$ cat config.mk
export PLATFORM = sky130hd
export DESIGN_NAME = iterative_sqrt_invoker
export DESIGN_NICKNAME = d
export VERILOG_FILES = /design/src/rtl/iterative_sqrt_pkg.sv /design/src/rtl/iterative_sqrt_invoker_elastic_once.sv /design/src/rtl/iterative_sqrt_invoker.sv
export SDC_FILE = /design/constraint.sdc
export NUM_CORES = 1
export LEC_CHECK = 0
export ABC_AREA = 0
export CAP_MARGIN = 40
export CORE_ASPECT_RATIO = 0.8
export CORE_UTILIZATION = 30
export DETAILED_ROUTE_END_ITERATION = 8
export PLACE_DENSITY_LB_ADDON = 0.25
export SETUP_SLACK_MARGIN = 0.5
export SYNTH_ARGS = -nofsm -noshare
export SYNTH_HDL_FRONTEND = slang
export SYNTH_SLANG_ARGS = --single-unit
$ cat constraint.sdc
create_clock -name clk -period 5.8 [get_ports clk]
set_input_delay 1.16 -clock clk [delete_from_list [all_inputs] [get_ports clk]]
set_output_delay 1.16 -clock clk [all_outputs]
set_load 0.005 [all_outputs]
$ cat src/rtl/iterative_sqrt_pkg.sv
// Shared types and default widths for the iterative_sqrt invoker.
package iterative_sqrt_pkg;

  localparam int unsigned DEF_DATA_WIDTH = 8;
  localparam int unsigned DEF_CNT_WIDTH  = 16;

  typedef enum logic [1:0] {
    IDLE = 2'd0,
    RUN  = 2'd1,
    RESP = 2'd2
  } state_e;

endpackage

$ cat src/rtl/iterative_sqrt_invoker_elastic_once.sv
// One-shot handshake tracker: offers valid/ready until a single transfer,
// then holds a done flag until the next invocation clears it.
module elastic_once (
  input  logic clk,
  input  logic rst,
  input  logic clear,
  input  logic enable,
  input  logic peer,
  output logic drive_c,
  output logic fire_c,
  output logic flag
);

  assign drive_c = enable && !flag;
  assign fire_c  = drive_c && peer;

  always_ff @(posedge clk) begin
    if (rst) begin
      flag <= 1'b0;
    end else if (clear) begin
      flag <= 1'b0;
    end else if (fire_c) begin
      flag <= 1'b1;
    end
  end

endmodule

$ cat src/rtl/iterative_sqrt_invoker.sv
// Sequencer issuing one n/start invocation per host operand to the sqrt
// kernel and returning (operand, result) pairs, one invocation at a time.
module iterative_sqrt_invoker
  import iterative_sqrt_pkg::*;
#(
  parameter int unsigned DATA_WIDTH = DEF_DATA_WIDTH,
  parameter int unsigned CNT_WIDTH  = DEF_CNT_WIDTH
) (
  input  logic                  clk,
  input  logic                  rst,
  output logic [CNT_WIDTH-1:0]  invocations,
  output logic                  protocol_err,
  output logic                  busy,
  input  logic [DATA_WIDTH-1:0] in_n,
  input  logic                  in_n_valid,
  output logic                  in_n_ready,
  output logic [DATA_WIDTH-1:0] res_n,
  output logic [DATA_WIDTH-1:0] res_sqrt,
  output logic                  res_valid,
  input  logic                  res_ready,
  output logic [DATA_WIDTH-1:0] k_n,
  output logic                  k_n_valid,
  input  logic                  k_n_ready,
  output logic                  k_start_valid,
  input  logic                  k_start_ready,
  input  logic [DATA_WIDTH-1:0] k_out0,
  input  logic                  k_out0_valid,
  output logic                  k_out0_ready,
  input  logic                  k_end_valid,
  output logic                  k_end_ready
);

  state_e state, state_nxt;
  logic [DATA_WIDTH-1:0] op_q, sqrt_q;
  logic run, in_fire, res_fire, all_done;
  logic n_fire, start_fire, out_fire, end_fire;
  logic n_flag, start_flag, out_flag, end_flag;

  assign in_fire  = in_n_valid && in_n_ready;
  assign res_fire = res_valid && res_ready;

  // Flags set this cycle count, so a same-cycle final token moves to RESP.
  assign all_done = (n_flag || n_fire) && (start_flag || start_fire) &&
                    (out_flag || out_fire) && (end_flag || end_fire);

  elastic_once u_n (
    .clk(clk), .rst(rst), .clear(in_fire), .enable(run), .peer(k_n_ready),
    .drive_c(k_n_valid), .fire_c(n_fire), .flag(n_flag)
  );
  elastic_once u_start (
    .clk(clk), .rst(rst), .clear(in_fire), .enable(run), .peer(k_start_ready),
    .drive_c(k_start_valid), .fire_c(start_fire), .flag(start_flag)
  );
  elastic_once u_out (
    .clk(clk), .rst(rst), .clear(in_fire), .enable(run), .peer(k_out0_valid),
    .drive_c(k_out0_ready), .fire_c(out_fire), .flag(out_flag)
  );
  elastic_once u_end (
    .clk(clk), .rst(rst), .clear(in_fire), .enable(run), .peer(k_end_valid),
    .drive_c(k_end_ready), .fire_c(end_fire), .flag(end_flag)
  );

  always_ff @(posedge clk) begin
    if (rst) state <= IDLE;
    else     state <= state_nxt;
  end

  always_comb begin
    state_nxt = state;
    unique case (state)
      IDLE:    if (in_fire)  state_nxt = RUN;
      RUN:     if (all_done) state_nxt = RESP;
      RESP:    if (res_fire) state_nxt = IDLE;
      default: state_nxt = IDLE;
    endcase
  end

  always_comb begin
    in_n_ready = 1'b0;
    res_valid  = 1'b0;
    run        = 1'b0;
    busy       = 1'b1;
    unique case (state)
      IDLE: begin
        in_n_ready = 1'b1;
        busy       = 1'b0;
      end
      RUN:     run       = 1'b1;
      RESP:    res_valid = 1'b1;
      default: busy      = 1'b0;
    endcase
  end

  assign k_n      = op_q;
  assign res_n    = op_q;
  assign res_sqrt = sqrt_q;

  // Operand/result capture, saturating counter and sticky kernel-protocol flag.
  always_ff @(posedge clk) begin
    if (rst) begin
      op_q         <= '0;
      sqrt_q       <= '0;
      invocations  <= '0;
      protocol_err <= 1'b0;
    end else begin
      if (in_fire)  op_q   <= in_n;
      if (out_fire) sqrt_q <= k_out0;
      if (res_fire && (invocations != {CNT_WIDTH{1'b1}}))
        invocations <= invocations + CNT_WIDTH'(1);
      if ((state != RUN) && (k_out0_valid || k_end_valid))
        protocol_err <= 1'b1;
    end
  end

endmodule
# Word level (Yosys, flattened, before mapping)

Index checks and enable logic that the tools add are counted.

Bits in registers: 39
Input port bits: 24
Word-level logic and storage cells: 53

Eq/ne operators: 7
Mux-type cells: 8
Add/sub/neg operators: 1
Reductions and logical operators: 28

Operator list:

| cell                                                                  | number |
|---|---|
| 16-bit by 1-bit adder with 16-bit output, second input constant       | 1 |
| 16-bit != test, second input constant                                 | 1 |
| 1-bit logical AND                                                     | 15 |
| 2-bit two-way mux                                                     | 3 |
| 2-bit != test, second input constant                                  | 3 |
| 2-bit case mux with 3 select lines                                    | 1 |
| 1-bit logical OR                                                      | 5 |
| 1-bit logical NOT                                                     | 4 |
| 1-bit two-way mux                                                     | 4 |
| 2-bit OR reduction                                                    | 2 |
| 3-bit AND reduction                                                   | 1 |
| 2-bit by 1-bit equality test with 1-bit output, second input constant | 1 |
| 2-bit equality test, second input constant                            | 1 |
| 2-bit logical NOT                                                     | 1 |
| 2-bit by 1-bit != test with 1-bit output, second input constant       | 1 |

# Longest topological paths before layout

Gate-level depths: netlist (run 1).

Depth in word-level cells: 10
Gate-level depth with buffers: 8

# Modules after synthesis

Synthesis (run 1) repeated with hierarchy kept, for this count alone.

Cell total of the unflattened synthesis: 214
Area total of the unflattened synthesis: 1875.5 µm²

Modules (own cells, without submodules):

| module                 | area an instance (µm²) | seq. area each (µm²) | cells an instance | instances |
|---|---|---|---|---|
| iterative_sqrt_invoker | 1675.4                 | 700.7                | 194               | 1 |
| elastic_once           | 50.0                   | 20.0                 | 5                 | 4 |

# Worst setup path after synthesis (run 1)

Ideal clock, no wire load.

Path type: input -> register
Start: in res_ready
End: reg invocations[13]
Stages on the path: 5
Data required time: 5.679 ns
Setup slack: 3.208 ns
Buffers on the path: 1
Arrival: 2.471 ns
Cells stage by stage: nand2_1 or4b_1 buf_2 nor4_1 mux2_2

Longest elaborated chain between the ends: 2

Ends and longest elaborated chain:

| item                 | line                          | text |
|---|---|---|
| start, declared      | iterative_sqrt_invoker.sv:20  | `input logic res_ready,` |
| 1-bit logical AND    | iterative_sqrt_invoker.sv:40  | `assign res_fire = res_valid && res_ready;` |
| 1-bit logical AND    | iterative_sqrt_invoker.sv:108 | `if (res_fire && (invocations != {CNT_WIDTH{1'b1}}))` |
| end signal, assigned | iterative_sqrt_invoker.sv:109 | `invocations <= invocations + CNT_WIDTH'(1);` |
| end, declared        | iterative_sqrt_invoker.sv:11  | `output logic [CNT_WIDTH-1:0] invocations,` |

No other way between the ends.
A chain may end at the register's enable or synchronous reset.

# Worst setup path after layout (run 1)

Start: reg state[1]
End: out k_out0_ready

Longest elaborated chain between the ends: 3

Ends and longest elaborated chain:

| item                                           | line                                      | text |
|---|---|---|
| start, declared                                | iterative_sqrt_invoker.sv:33              | `state_e state, state_nxt;` |
| start signal, assigned                         | iterative_sqrt_invoker.sv:65              | `else state <= state_nxt;` |
| 2-bit by 1-bit equality test with 1-bit output | iterative_sqrt_invoker.sv:83              | `unique case (state)` |
| 1-bit two-way mux                              | iterative_sqrt_invoker.sv:83              |  |
| 1-bit logical AND                              | iterative_sqrt_invoker_elastic_once.sv:14 | `assign drive_c = enable && !flag;` |
| end, declared                                  | iterative_sqrt_invoker.sv:28              | `output logic k_out0_ready,` |

No other way between the ends.

==> results of run 1 <==
==> sequential cells by signal, indices dropped and copies added (netlist names) <==
name / flops
invocations: 16
k_n: 8
protocol_err: 1
res_sqrt: 8
state: 2
u_end.flag: 1
u_n.flag: 1
u_out.flag: 1
u_start.flag: 1
==> cell usage after synthesis <==
master / instances
dfxtp_1: 39
a21oi_1: 29
nand2_1: 23
nand3_1: 21
nor2_1: 17
nor2b_1: 12
mux2_2: 9
buf_4: 8
clkbuf_1: 8
inv_1: 7
ha_1: 5
nand2b_1: 5
nand4_1: 5
nor4_1: 5
a31oi_1: 3
nor3_1: 3
a211oi_1: 2
and4_1: 2
buf_1: 2
o21ai_0: 2
o22ai_1: 2
o31ai_1: 2
or4_1: 2
a311oi_1: 1
a31o_2: 1
and4b_1: 1
buf_2: 1
mux2i_1: 1
nand4_2: 1
nand4b_1: 1
o21ba_2: 1
o21bai_1: 1
o41ai_1: 1
or3_1: 1
or4_2: 1
or4b_1: 1
==> layout make-up <==
cell class | count | share of cell area [%]
multi-input cells | 161 | 35.62
flip-flops and latches | 39 | 28.90
repair buffers | 72 | 26.59
well taps | 81 | 3.752
clock buffers | 5 | 2.547
clock inverters | 3 | 1.621
inverters | 7 | 0.9727
==> cells by family (layout without fill, tap and decap cells) <==
logic type      Yosys count  count (layout)  synth area share [%]
fa+ha+maj                 5               5                 3.342
simple gates            101             101                 28.21
flops                    39              39                 41.71
buf+inv                  26              87                 6.885
compound gates           45              45                 13.90
mux                      10              10                 5.949
==> critical path: stages (launching register included) <==
cell and delay (ns):
dfxtp_1 0.32, inv_1 0.11, ha_1 0.33, nor2b_1 0.58, clkdlybuf4s50_1 0.62
==> layer usage <==
layer	GRT usage [%]	vias to the layer above
met5	0	-
met1	19.76	797
li1	-	912
met2	20.95	46
met4	5.376	0
met3	4.271	5
==> worst paths after layout <==
| check | end | slack, ns | cells past startpoint |
|---|---|---|---|
| max reg2reg | invocations[13]$_SDFFE_PP0P_ | 3.52 | 6 |
| max | k_out0_ready | 2.40 | 4 |
| min reg2reg | protocol_err$_SDFFE_PP0P_ | 0.45 | 2 |
| min | protocol_err$_SDFFE_PP0P_ | 0.45 | 2 |
==> power breakdown <==
part           internal (W)  leakage [nW]  total [W]  switching [W]
combinational     0.0000759         0.560   0.000134      0.0000583
sequential         0.000282         0.317   0.000291     0.00000932
clock              0.000128        0.0581   0.000230       0.000102
==> stage by stage <==
stage	utilization [%]	setup slack (ns)	hold slack [ns]	total power, W	area [µm²]
finish	45.21	2.397	0.4502	0.0006556	2701
floorplan	-	3.208	0.4421	0.0003619	1872
global route	45.21	2.217	0.4774	0.0006902	2701
detailed placement	43.33	2.496	0.4406	0.0004323	2589
global placement	43.33	2.551	0.4365	0.0004313	2589
CTS	45.21	2.424	0.4523	0.0006641	2701
==> results.md, run 1 <==
- Run status: complete, no violations
- Clock sink count: 39
- Num ports: 72
- DR vias/cell: 4.783
- Inserted Diodes: 0
- # Post-CTS Setup Buffers: 0
- Req. time, crit path: between 4 and 5 ns
- Latest clock arrival within the worst-skew pair: 0.30 ns
- Fraction of layout cells with a size suffix above 1: approximately 7.7%
- Clock tree buffer depth: 2
- Library cells used by synthesis: 36
- Die area: between 6000 and 7000 µm²
- Post-Syn Instances: 226
- Area share of the largest cell type after synthesis: between 40% and 50%
- Port-buffer cells: between 70 and 80
- Drt pass-1 iters: 4
- Critical R2R Launch: state[0]$_SDFFE_PP0P_
- WS Path Type: register to output port
- Rows: 25
- Worst setup EP type: output port
- Register area: between 700 and 800 µm²
- Slew HR: around two fifths
- Die Span X: ~90 µm
- Final Hold Fails: 0
- Initial antenna violation count: 0
- Max-cap violations: 0
- Wire length on met2: 1.967 mm
- Clock root cell: clkbuf_8
- Synth Area per Inst: roughly 8.3 µm²
- RSZ-0062 raised after global routing: no
- Largest cells by area after synthesis: dfxtp_1 (42%), a21oi_1 (7.8%), nand3_1 (5.6%)
- Core Footprint: ~6000 µm²
- Hpwl dp: between 3 and 4 mm
- Pins over their slew limit: 0
- Hold_buf cts: 0
- Critical Path Start Type: register
- Fin nets: 315
- Commonest non-fill, non-tap cell in the layout: clkdlybuf4s50_1
- Via count: 1,760
- Fin crit share: between 50 and 60%
- Hold WC Path Type: register to register
- Final TNS setup: 0 ns
- Area Overhead vs Synth: 44.32%
- DRC: 0
- Drt initial violations: 55
- Fill cells: slightly above 600
- Hold path startpoint: protocol_err$_SDFFE_PP0P_
- Routability cong.: 0.7852
- Clk slew on worst S/H paths: around 0.09 ns
- Routed Antenna Nets: 0
- Worst Max-Slew Pin Slew: a little under 0.9 ns
- Fin crit period: about 3.4 ns
- Crit-path max FO: 10
- Post-detailed-route wirelength per cell: roughly 13 µm
- Post-Route Skew: between 0.015 and 0.02 ns
- TritonCTS buffer count: 5
- WP data arrival: between 2 and 2.5 ns
- GRT overflow: 0
- Ys Warns: 0
- Placed cells: 360
- First-pass GRT wire length: roughly 7.5 mm
- F_max: roughly 290 MHz
- Die Y-Extent: about 73 µm
- Commonest non-fill, non-tap cells in the layout: clkdlybuf4s50_1 (71), dfxtp_1 (39), a21oi_1 (29)
- Post-route met1 wirelength: 2.404 mm
- H-tree depth: 2
- Fin cells: around 370
- Effective utilization at floorplan: 31.33%
- Area of the multi-input gates: 962.2 µm²
- Leak: 0.9353 nW
- Wire length on met3: ~250 µm
- GRT Util Overall: ~14%
- Cell Area, Synth: ~1900 µm²
- Register area share after synthesis: roughly two fifths
- Post-synth net total: approximately 260
- Cts repair resizes: 0
- FF+latch count, synth: 39
- Max layer used: met4
- Number of global-route vias before repair: 1,544
- Worst vdd ir: 0.1366 mV
- Largest net degree at the start of global routing: 30
- Routed WL: 4.673 mm
- CTS tree: done
- CP startpoint: state[1]$_SDFFE_PP0P_
- Pwr dens: 242.7 nW/µm²
- Post-synth top area cell: dfxtp_1
- Final setup vio count: 0
(Power assumes the default switching activity.)
==> inputs of run 2 (changes only) <==
==> constraint.sdc (replaced) <==
create_clock -name clk -period 3.56 [get_ports clk]
set_input_delay 0.712 -clock clk [delete_from_list [all_inputs] [get_ports clk]]
set_output_delay 0.712 -clock clk [all_outputs]
set_load 0.005 [all_outputs]
==> results.md, run 2 (synthesis results as in run 1) <==
- Run status: complete, no violations
- Cell chain of the critical path: inv_1 > ha_1 > nor2b_1 > buf_4 > clkdlybuf4s50_1
- # Post-CTS Setup Buffers: 0 (unchanged)
- Die Span X: 90.31 µm (unchanged)
- WS Path Type: register to output port
- Delay-heaviest family, CP: buffers and inverters
- Worst setup EP type: output port
- Fraction of layout cells with a size suffix above 1: 7.931% (+0.27 points)
- Initial antenna violation count: 0 (unchanged)
- Post-detailed-route wirelength per cell: 12.40 µm (-2.3%)
- CTS tree: done
- Hold WC Path Type: register to register
- Fin crit period: 2.629 ns
- Effective utilization at floorplan: 31.33% (unchanged)
- Placed cells: 363 (+0.83%)
- Worst vdd ir: 0.1553 mV (+14%)
- H-tree depth: 2 (unchanged)
- Clock root cell: clkbuf_8
- Rows: 25 (unchanged)
- RSZ-0062 raised after global routing: no
- Final setup vio count: 0 (unchanged)
- First-pass GRT wire length: 7.320 mm (-2.0%)
- Worst reg2reg path depth: 6 (unchanged)
- Final WS setup: 0.9309 ns (-1.466 ns)
- Port-buffer cells: 71 (unchanged)
- Routed WL: 4.602 mm (-1.5%)
- Drt initial violations: 58 (+5.5%)
- Slew HR: 41.44% (+0.98 points)
- Commonest non-fill, non-tap cells in the layout: clkdlybuf4s50_1 (71), dfxtp_1 (39), a21oi_1 (29)
- Die area: 6561 µm² (unchanged)
- Pre-CTS setup slack: 0.7037 ns (-1.792 ns)
- Crit-path slowest cell: clkdlybuf4s50_1
- Number of global-route vias before repair: 1,508 (-2.3%)
- Hold_buf cts: 0 (unchanged)
- F_max: about 380 MHz
- Num ports: 72 (unchanged)
- Final Hold Fails: 0 (unchanged)
- Post-Route Skew: 0.005969 ns (-0.009713 ns)
- Inserted Diodes: 0 (unchanged)
- Slowest Stage Delay on Critical Path: 0.51 ns (-0.11 ns)
- Routability cong.: 0.7659 (-2.5%)
- Hold path cells: 2 (unchanged)
- Final TNS setup: 0 ns (unchanged)
- Via count: 1,784 (+1.4%)
- Fin crit share: about three quarters
- Top reg by flops: invocations
- Clk slew on worst S/H paths: 0.07 ns (-0.02 ns)
- Cts repair resizes: 0 (unchanged)
- DRC: 0 (unchanged)
- Final core utilization: 45.19% (about the same)
- Pwr dens: 365.5 nW/µm² (+51%)
- Critical Path Start Type: register
- Fin cells: 371 (+0.82%)
- DR vias/cell: 4.809 (+0.54%)
- Worst Max-Slew Pin Slew: 0.8703 ns (-0.01449 ns)
- Total power draw: 0.0009868 W (+51%)
- WP data arrival: 1.92 ns (-0.32 ns)
- GRT Util Overall: 14.00% (-0.28 points)
- Largest net degree at the start of global routing: 17 (-43%)
- Fin nets: 318 (+0.95%)
- Latest clock arrival within the worst-skew pair: 0.29 ns (about the same)
- Clock tree buffer depth: 2 (unchanged)
- TritonCTS buffer count: 5 (unchanged)
- GRT overflow: 0 (unchanged)
- CP Depth: 5 (+1)
- Req. time, crit path: 2.85 ns (-1.79 ns)
- Routed Antenna Nets: 0 (unchanged)
- Pins over their slew limit: 0 (unchanged)
- Commonest non-fill, non-tap cell in the layout: clkdlybuf4s50_1
- Clock sink count: 39 (unchanged)
- Area Overhead vs Synth: 44.25% (about the same)
- Crit path buf inv count: 3 (+1)
- Hpwl dp: 3.402 mm (about the same)
- Leak: 0.9368 nW (+0.17%)
- Drt pass-1 iters: 4 (unchanged)
- Die Y-Extent: 72.65 µm (unchanged)
- Crit-path max FO: 10 (unchanged)
- Max reg flops: 16 (unchanged)
- Max-cap violations: 0 (unchanged)
- Core Footprint: 5974 µm² (unchanged)
run 2: cell types whose count changed in the layout (fill, tap and decap cells not counted):
cell / before / now
clkbuf_1: 0 / 2
buf_4: 1 / 3
buf_8: 0 / 1
bufinv_16: 1 / 0
clkinv_4: 1 / 0
run 2: worst reg2reg max path, cell delays in order, from the launching register on:
cell     delay, ns
dfxtp_1       0.35
inv_1         0.09
ha_1          0.30
nand2_1       0.18
or4b_1        0.64
nor4_1        0.28
mux2_2        0.36
run 2: through the flow:
step	instance area (µm²)	hold WS (ns)
after floorplan	1872	0.4421
after global placement	2604	0.4351
after detailed placement	2619	0.4427
after CTS	2700	0.4525
after global routing	2700	0.4805
final	2700	0.4489
run 2: routing by layer:
layer / share of wire, % / wire, µm / global-route usage, % / up-vias
met5: 0 / 0 / 0 / -
met4: 1.3 / 59 / 5.376 / 0
met3: 5.5 / 252 / 4.063 / 7
met2: 42 / 1921 / 20.27 / 57
met1: 51 / 2369 / 19.62 / 800
li1: - / - / - / 920
run 2: layout make-up:
type	count	area, µm²
Timing Repair Buffer	75	748.2
Clock inverter	1	5.005
Sequential cell	39	780.7
Clock buffer	7	76.32
Fill cell	596	3274
Tap cell	81	101.3
Multi-Input combinational cell	161	962.2
Inverter	7	26.28
run 2: final timing paths:
path | startpoint | end | slack, ns
max | state[1]$_SDFFE_PP0P_ | k_out0_ready | 0.93
min | protocol_err$_SDFFE_PP0P_ | protocol_err$_SDFFE_PP0P_ | 0.45
max reg2reg | state[0]$_SDFFE_PP0P_ | invocations[13]$_SDFFE_PP0P_ | 1.25
min reg2reg | protocol_err$_SDFFE_PP0P_ | protocol_err$_SDFFE_PP0P_ | 0.45
run 2: where the power goes:
part | internal, W | switching (W) | total, W | leakage [nW]
logic | 0.000129 | 0.0000962 | 0.000225 | 0.578
registers | 0.000459 | 0.0000153 | 0.000474 | 0.317
clock network | 0.000137 | 0.000150 | 0.000288 | 0.0422
total | 0.000725 | 0.000262 | 0.000987 | 0.937
